File: config.mk
export PLATFORM = sky130hd
export DESIGN_NAME = aes_result_spi_tx
export DESIGN_NICKNAME = d
export VERILOG_FILES = /design/src/rtl/aes_pkg.sv /design/src/rtl/result_fifo2.sv /design/src/rtl/aes_result_spi_tx.sv
export SDC_FILE = /design/constraint.sdc
export NUM_CORES = 1
export LEC_CHECK = 0
export ABC_AREA = 1
export BUFFER_PORTS_ARGS = -buffer_cell sky130_fd_sc_hd__buf_4
export CORE_UTILIZATION = 49
export CTS_CLUSTER_DIAMETER = 50
export DETAILED_ROUTE_END_ITERATION = 7
export GPL_TIMING_DRIVEN = 1
export MAX_ROUTING_LAYER = met4
export PLACE_DENSITY = 0.67
export SYNTH_ARGS = -nofsm -noshare
export SYNTH_HDL_FRONTEND = slang
export SYNTH_SLANG_ARGS = --single-unit
File: constraint.sdc
create_clock -name clk -period 2.1 [get_ports clk]
set_input_delay 0.42 -clock clk [delete_from_list [all_inputs] [get_ports clk]]
set_output_delay 0.42 -clock clk [all_outputs]
set_load 0.01 [all_outputs]
File: src/rtl/aes_pkg.sv
// Shared AES definitions: block width, block type and the result SPI transmitter states.
package aes_pkg;

  localparam int unsigned AES_BLOCK_BITS = 128;

  typedef logic [AES_BLOCK_BITS-1:0] aes_block_t;

  typedef enum logic [1:0] {
    IDLE     = 2'd0,
    SHIFT    = 2'd1,
    WAIT_CSH = 2'd2
  } tx_state_e;

endpackage

File: src/rtl/result_fifo2.sv
// Two-entry register FIFO for result blocks; head is always entry 0.
module result_fifo2
  import aes_pkg::*;
#(
  parameter int unsigned WIDTH = AES_BLOCK_BITS
) (
  input  logic             clk,
  input  logic             rst,
  input  logic             push,
  input  logic             pop,
  input  logic [WIDTH-1:0] din,
  output logic [WIDTH-1:0] dout,
  output logic             empty,
  output logic             full,
  output logic             drop
);

  logic [WIDTH-1:0] mem0;
  logic [WIDTH-1:0] mem1;
  logic             v0;
  logic             v1;
  logic             pop_ok;

  assign pop_ok = pop & v0;
  // A push into a full FIFO is only lost when no pop frees a slot on the same edge.
  assign drop   = push & v1 & ~pop_ok;
  assign dout   = mem0;
  assign empty  = ~v0;
  assign full   = v1;

  always_ff @(posedge clk or negedge rst) begin
    if (!rst) begin
      mem0 <= '0;
      mem1 <= '0;
      v0   <= 1'b0;
      v1   <= 1'b0;
    end else if (pop_ok) begin
      if (push && v1) begin
        mem0 <= mem1;
        mem1 <= din;
      end else if (push) begin
        mem0 <= din;
      end else begin
        mem0 <= mem1;
        v0   <= v1;
        v1   <= 1'b0;
      end
    end else if (push) begin
      if (!v0) begin
        mem0 <= din;
        v0   <= 1'b1;
      end else if (!v1) begin
        mem1 <= din;
        v1   <= 1'b1;
      end
    end
  end

endmodule

File: src/rtl/aes_result_spi_tx.sv
// Buffers AES result blocks and shifts them out MSB-first on miso while the host holds cs low.
module aes_result_spi_tx
  import aes_pkg::*;
#(
  parameter int unsigned DATASIZE = AES_BLOCK_BITS
) (
  input  logic                clk,
  input  logic                rst,
  input  logic                load,
  input  logic [DATASIZE-1:0] data_in,
  input  logic                cs,
  output logic                miso,
  output logic                avail,
  output logic                full,
  output logic                done,
  output logic                overflow
);

  localparam int unsigned CNT_W = $clog2(DATASIZE);
  localparam logic [CNT_W-1:0] LAST_BIT = CNT_W'(DATASIZE - 1);

  tx_state_e           state;
  logic [DATASIZE-1:0] shreg;
  logic [CNT_W-1:0]    count;
  logic [DATASIZE-1:0] head;
  logic                fifo_empty;
  logic                fifo_full;
  logic                drop;
  logic                pop_c;

  // Pop coincides with the edge that completes the block (and raises done).
  assign pop_c = (state == SHIFT) & ~cs & (count == LAST_BIT);
  assign avail = ~fifo_empty;
  assign full  = fifo_full;

  result_fifo2 #(.WIDTH(DATASIZE)) u_fifo (
    .clk   (clk),
    .rst   (rst),
    .push  (load),
    .pop   (pop_c),
    .din   (data_in),
    .dout  (head),
    .empty (fifo_empty),
    .full  (fifo_full),
    .drop  (drop)
  );

  always_ff @(posedge clk or negedge rst) begin
    if (!rst) begin
      state    <= IDLE;
      shreg    <= '0;
      count    <= '0;
      miso     <= 1'b0;
      done     <= 1'b0;
      overflow <= 1'b0;
    end else begin
      done <= 1'b0;
      if (drop) overflow <= 1'b1;
      case (state)
        IDLE: begin
          miso <= 1'b0;
          if (!cs) begin
            if (!fifo_empty) begin
              state <= SHIFT;
              shreg <= head;
              count <= '0;
              miso  <= head[DATASIZE-1];
            end else begin
              state <= WAIT_CSH;
            end
          end
        end
        SHIFT: begin
          if (cs) begin
            // Abort: the head stays buffered and is resent from its MSB.
            state <= IDLE;
            miso  <= 1'b0;
          end else if (count == LAST_BIT) begin
            state <= WAIT_CSH;
            done  <= 1'b1;
            miso  <= 1'b0;
          end else begin
            shreg <= {shreg[DATASIZE-2:0], 1'b0};
            count <= count + CNT_W'(1);
            miso  <= shreg[DATASIZE-2];
          end
        end
        WAIT_CSH: begin
          miso <= 1'b0;
          if (cs) state <= IDLE;
        end
        default: begin
          state <= IDLE;
          miso  <= 1'b0;
        end
      endcase
    end
  end

endmodule

# ---- Word-level counts from Yosys, hierarchy flattened
# Index checks and enable logic that the tools add are counted.
dict set report totals {
  ff_bits 397
  output_inout_bits 5
}
dict set report op_classes {
  n_addsub 1
  eq_ne 14
  muxes 43
  bitwise_logic 7
  n_reduce_logical 11
}
# cell count
set ops {}
lappend ops {{two-way mux 128 bit} 10}
lappend ops {{two-way mux 127 bit} 4}
lappend ops {{case mux 127 bit (2 select lines)} 1}
lappend ops {{two-way mux 7 bit} 4}
lappend ops {{inequality test 2 bit, second input constant} 9}
lappend ops {{two-way mux 1 bit} 16}
lappend ops {{case mux 7 bit (2 select lines)} 1}
lappend ops {{two-way mux 2 bit} 5}
lappend ops {{AND reduction 4 bit} 2}
lappend ops {{adder 7 x 1 -> 7 bit, second input constant} 1}
lappend ops {{== test 7 bit, second input constant} 1}
lappend ops {{case mux 2 bit (3 select lines)} 1}
lappend ops {{AND reduction 3 bit} 2}
lappend ops {{nonzero test 2 bit} 3}
lappend ops {{AND 1 bit} 5}
lappend ops {{AND reduction 5 bit} 1}
lappend ops {{inequality test 3 x 2 -> 1 bit, second input constant} 1}
lappend ops {{== test 2 x 1 -> 1 bit, second input constant} 1}
lappend ops {{== test 2 bit, second input constant} 1}
lappend ops {{logical NOT 2 bit} 1}
lappend ops {{inequality test 2 x 1 -> 1 bit, second input constant} 1}
lappend ops {{inverter 1 bit} 2}
lappend ops {{case mux 1 bit (2 select lines)} 1}
lappend ops {{AND reduction 2 bit} 1}
lappend ops {{logical AND 1 bit} 1}

# ---- Longest topological paths before layout
dict set report depth {
  word_depth 6
  depth_mapped 12
  ltp_nobuf 9
}

# ---- Hierarchy
# A second synthesis with hierarchy kept.
dict set report hier_totals {
  cells_unflattened 2569
  area_unflattened_um2 19377.3
}
# module instances cells_per_inst area_per_inst_um2
set by_module_without_submodules {}
lappend by_module_without_submodules {result_fifo2 1 1670 12414.4}
lappend by_module_without_submodules {aes_result_spi_tx 1 899 6962.9}

# ---- Worst setup path after synthesis
# Ideal clock, no wire load.
dict set report synth_timing {
  path_type {register -> register}
  startpoint {register count[0]}
  endpoint {register u_fifo.mem1[107]}
  setup_time_ps 117
  arrival_time_ps 1511
  path_slack_ps 472
  path_stages_with_launch 11
  n_path_buf 2
  path_cell_list {dfrtp_1 ha_1 nand3_1 nor2_2 nand2_1 nand2_2 nand3_2 buf_2 buf_4 nand2_1 nand2_1}
}
dict set report synth_between {
  elab_chain_cells 5
  word_cells_on_any_way 9
  cone_classes {eq/ne: 3; mux: 1; bitwise: 2; reduce/logical: 3}
}
# element line
set synth_lines {}
lappend synth_lines {{from (decl)} aes_result_spi_tx.sv:24} ;# logic [CNT_W-1:0] count;
lappend synth_lines {{from (signal assigned)} aes_result_spi_tx.sv:84} ;# count <= count + CNT_W'(1);
lappend synth_lines {{== test 7 bit *} aes_result_spi_tx.sv:32} ;# assign pop_c = (state == SHIFT) & ~cs & (count == LAST_BIT);
lappend synth_lines {{AND 1 bit *} aes_result_spi_tx.sv:32}
lappend synth_lines {{AND 1 bit *} result_fifo2.sv:24} ;# assign pop_ok = pop & v0;
lappend synth_lines {{inequality test 2 bit (no source line) / nonzero test 2 bit (equally long branches)} --}
lappend synth_lines {{AND reduction 4 bit (no source line)} --}
lappend synth_lines {{to (signal assigned)} result_fifo2.sv:40} ;# mem1 <= din;
lappend synth_lines {{to (signal assigned)} result_fifo2.sv:53} ;# mem1 <= din;
lappend synth_lines {{to (decl)} result_fifo2.sv:19} ;# logic [WIDTH-1:0] mem1;
# Mark *: on every way between the ends. The rest lies on a longest branch, timed or not.
# A chain may end at the register's enable or synchronous reset.

# ---- Worst setup path in the final report
dict set report layout_timing {
  startpoint {register u_fifo.v0}
  endpoint {output avail}
}
# element line
set layout_lines {}
lappend layout_lines {{from (decl)} result_fifo2.sv:20} ;# logic v0;
lappend layout_lines {{from (signal assigned)} result_fifo2.sv:45} ;# v0 <= v1;
lappend layout_lines {{to (decl)} aes_result_spi_tx.sv:13} ;# output logic avail,
# No word-level cell between the ends.

==> results_dict.tcl <==
set metrics [dict create \
    path_delay_family "flip-flops" \
    path_buf_inv 2 \
    syn_avg_cell_area_um2 6.76 \
    drt-total-wl_um 63700 \
    drv_cap 0 \
    power.leakage_uw 0.0137 \
    rsz0062_at_grt "false" \
    setup_viol_count_final 0 \
    rrSetupSlack_ns 0.16 \
    synth_area_leaders "dfrtp_1 (45%), nand2_1 (31%), nand3_1 (6.0%)" \
    area_growth_pct 14.4 \
    yosys.area.top_type "dfrtp_1" \
    yosys_register_bits 397 \
    setup.worst_path.class "register to output port" \
    async_reset_ff_frac 1.00 \
    end_kind "output port" \
    design.core.area_um2 44400 \
    min_period_ns 1.96 \
    synth_common_cells "nand2_1 (1,819), dfrtp_1 (397), nand3_1 (265)" \
    antenna_found_initial 2 \
    fin_nets 3419 \
    cts_root_buffer "clkbuf_16" \
    clk_pin_slew_ns 0.06 \
    status "complete, no violations" \
    synthesis.area_um2 22200 \
    htreeDepth 2 \
    fmaxAchievable_mhz 510 \
    dr_total_vias 21300 \
    report.final.slew_viol_count 0 \
    hold_viol 0 \
    gp_congestion 0.854 \
    cts_tree "built" \
    viasPerCell 5.45 \
    cts_buffer_depth 3 \
    grt_max_degree 178 \
    worst_slew_pin_slew_ns 0.968 \
    ir_drop_uv 553 \
    yosysUniqueCellTypes 24 \
    yosysTopAreaCellShare 0.447 \
    critical_path_required_ns 1.68 \
    yosysWarnings 0 \
    drtIter0Drc 2080 \
    num_rows 77 \
    synth_most_common_cell "nand2_1" \
    synthFlopType "dfrtp_1" \
    yosysSeqAreaShare 0.447 \
    fin_worst_skew_ns 0.0187 \
    n_fill_cell 4132 \
    arrival_ns 1.54 \
    postSynthCellCount 3287 \
    setup_tns_ns 0 \
    synth-edff-count 0 \
    wire_per_inst_um 16.3 \
    io_buffers 136 \
    postRouteAntennaNets 0 \
    initial_core_util 0.500 \
    clk_latency_ns 0.59 \
    fp.dieH_um 215 \
    hold_path.class "primary input to register" \
    slowest_stage "dfrtp_4" \
    ios 137 \
    gr-total-overflow 0 \
    powerDensity_nw_per_um2 935 \
    cts_buffers 50 \
    drive_above_1_share 0.0892 \
    synth_fp_nets 3420 \
    clock-sinks 397 \
    slew_headroom 0.355 \
    grt_pass1_wl_um 104000 \
    track_usage 0.280 \
    drcViolationCount 0 \
    dp_hpwl_um 35100 \
    p_total_uw 23700 \
    min_period_over_period 0.934 \
    die_x_um 215 \
    path_max_fanout 28 \
    first_global_vias 20700 \
    start_kind "register" \
    cpPeakStageDelay_ns 0.47 \
    die-area_um2 46200 \
    first_pass_iters 5 \
    cp_cell_sequence "buf_6 > buf_4" \
]
[worst min-delay path: cells and delay by family]
family / cells / cell delay (ns)
buffers and inverters: 1 / 0.09
AND/OR/NAND/NOR: 2 / 0.15
[power breakdown]
group,switching (uW),internal (uW),total (uW)
Clock,3380,5170,8560
Combinational,3630,1860,5490
Sequential,662,9040,9700
[metal layers]
| layer | part of all wire | wire length [um] | global-route usage |
|---|---|---|---|
| met5 | 0 | 0 | - |
| met4 | 0.027 | 1710 | 0.103 |
| met3 | 0.067 | 4270 | 0.0415 |
| met2 | 0.47 | 30200 | 0.450 |
| met1 | 0.43 | 27600 | 0.359 |
[cell families (layout without fill, tap and decap cells)]
logic type,Yosys count,count (layout),share of synthesized area
compound gates,263,263,0.0595
xor+xnor,3,3,0.00118
fa+ha+maj,1,1,0.000563
buf+inv,392,423,0.0828
flops,397,397,0.447
other cells,0,2,0
simple gates,2231,2232,0.409
[final cells by class]
| class | instances | area (um^2) | share of cell area |
|---|---|---|---|
| antenna | 2 | 5.00 | 0.000197 |
| clock buffer | 68 | 1410 | 0.0555 |
| sequential | 397 | 9940 | 0.391 |
| inverter | 138 | 526 | 0.0207 |
| tap | 592 | 741 | 0.0292 |
| clock inverter | 17 | 214 | 0.00843 |
| multi-input combinational | 2499 | 10500 | 0.415 |
| timing repair buffer | 200 | 2030 | 0.0801 |
[stage by stage]
| stage | worst slack (ns) | area [um^2] | util | instances | hold WS [ns] |
|---|---|---|---|---|---|
| 2_1_floorplan | 0.472 | 22200 | - | 3287 | 0.124 |
| 3_3_place_gp | 0.157 | 23600 | 0.531 | 3819 | 0.333 |
| 3_5_place_dp | 0.118 | 23600 | 0.531 | 3819 | 0.339 |
| 4_1_cts | 0.0296 | 25200 | 0.568 | 3905 | 0.0722 |
| 5_1_grt | 0.00792 | 25400 | 0.572 | 3913 | 0.0935 |
| 6_report | 0.138 | 25400 | 0.572 | 3913 | 0.101 |
[flip-flops by register name, summed over array words and instances (netlist names)]
register / count
u_fifo.dout: 128
miso: 1
u_fifo.mem1: 128
overflow: 1
shreg: 127
u_fifo.v0: 1
done: 1
u_fifo.full: 1
count: 7
state: 2
[timing repair]
action	in CTS	in global routing
gates resized for setup	0	6
hold endpoints to repair	29	0
buffers inserted	0	2
hold buffers	1	0
endpoints found under the setup margin	0	218
[layout by cell type (no fill, tap or decap)]
cell type      instances
nand2_8                1
ha_1                   1
dlygate4sd3_1          1
o21ai_0              185
xor2_1                 3
nor2_1                 8
nand3b_4               1
nand3_1              265
buf_12                34
buf_16                 2
inv_4                  3
buf_4                158
clkinvlp_4             6
o21ai_1               71
nand2_2                3
buf_6                  1
bufinv_16              4
o21bai_1               1
inv_1                133
clkbuf_16             54
nand2_4                6
o211ai_1               1
nand4_1              129
a21oi_1                5
dfrtp_1              396
inv_8                  1
inv_2                  2
clkbuf_1              10
nand2_1             1814
nor2_4                 3
buf_8                  1
nand3_4                2
inv_6                  2
clkbuf_8               7
clkinv_2               4
dfrtp_4                1
diode_2                2
[path summary, 6_finish.rpt]
path,startpoint,end,cells past startpoint
hold / removal,data_in[36],u_fifo.mem1[36],3
min in group asynchronous,rst,u_fifo.mem1[23],2
max in group asynchronous,rst,u_fifo.mem1[59],3
hold reg to reg,u_fifo.mem1[53],u_fifo.mem1[53],2
setup / recovery,u_fifo.v0,avail,2
setup reg to reg,count[0],u_fifo.mem1[19],9
Power figures use the tool's default switching activity.
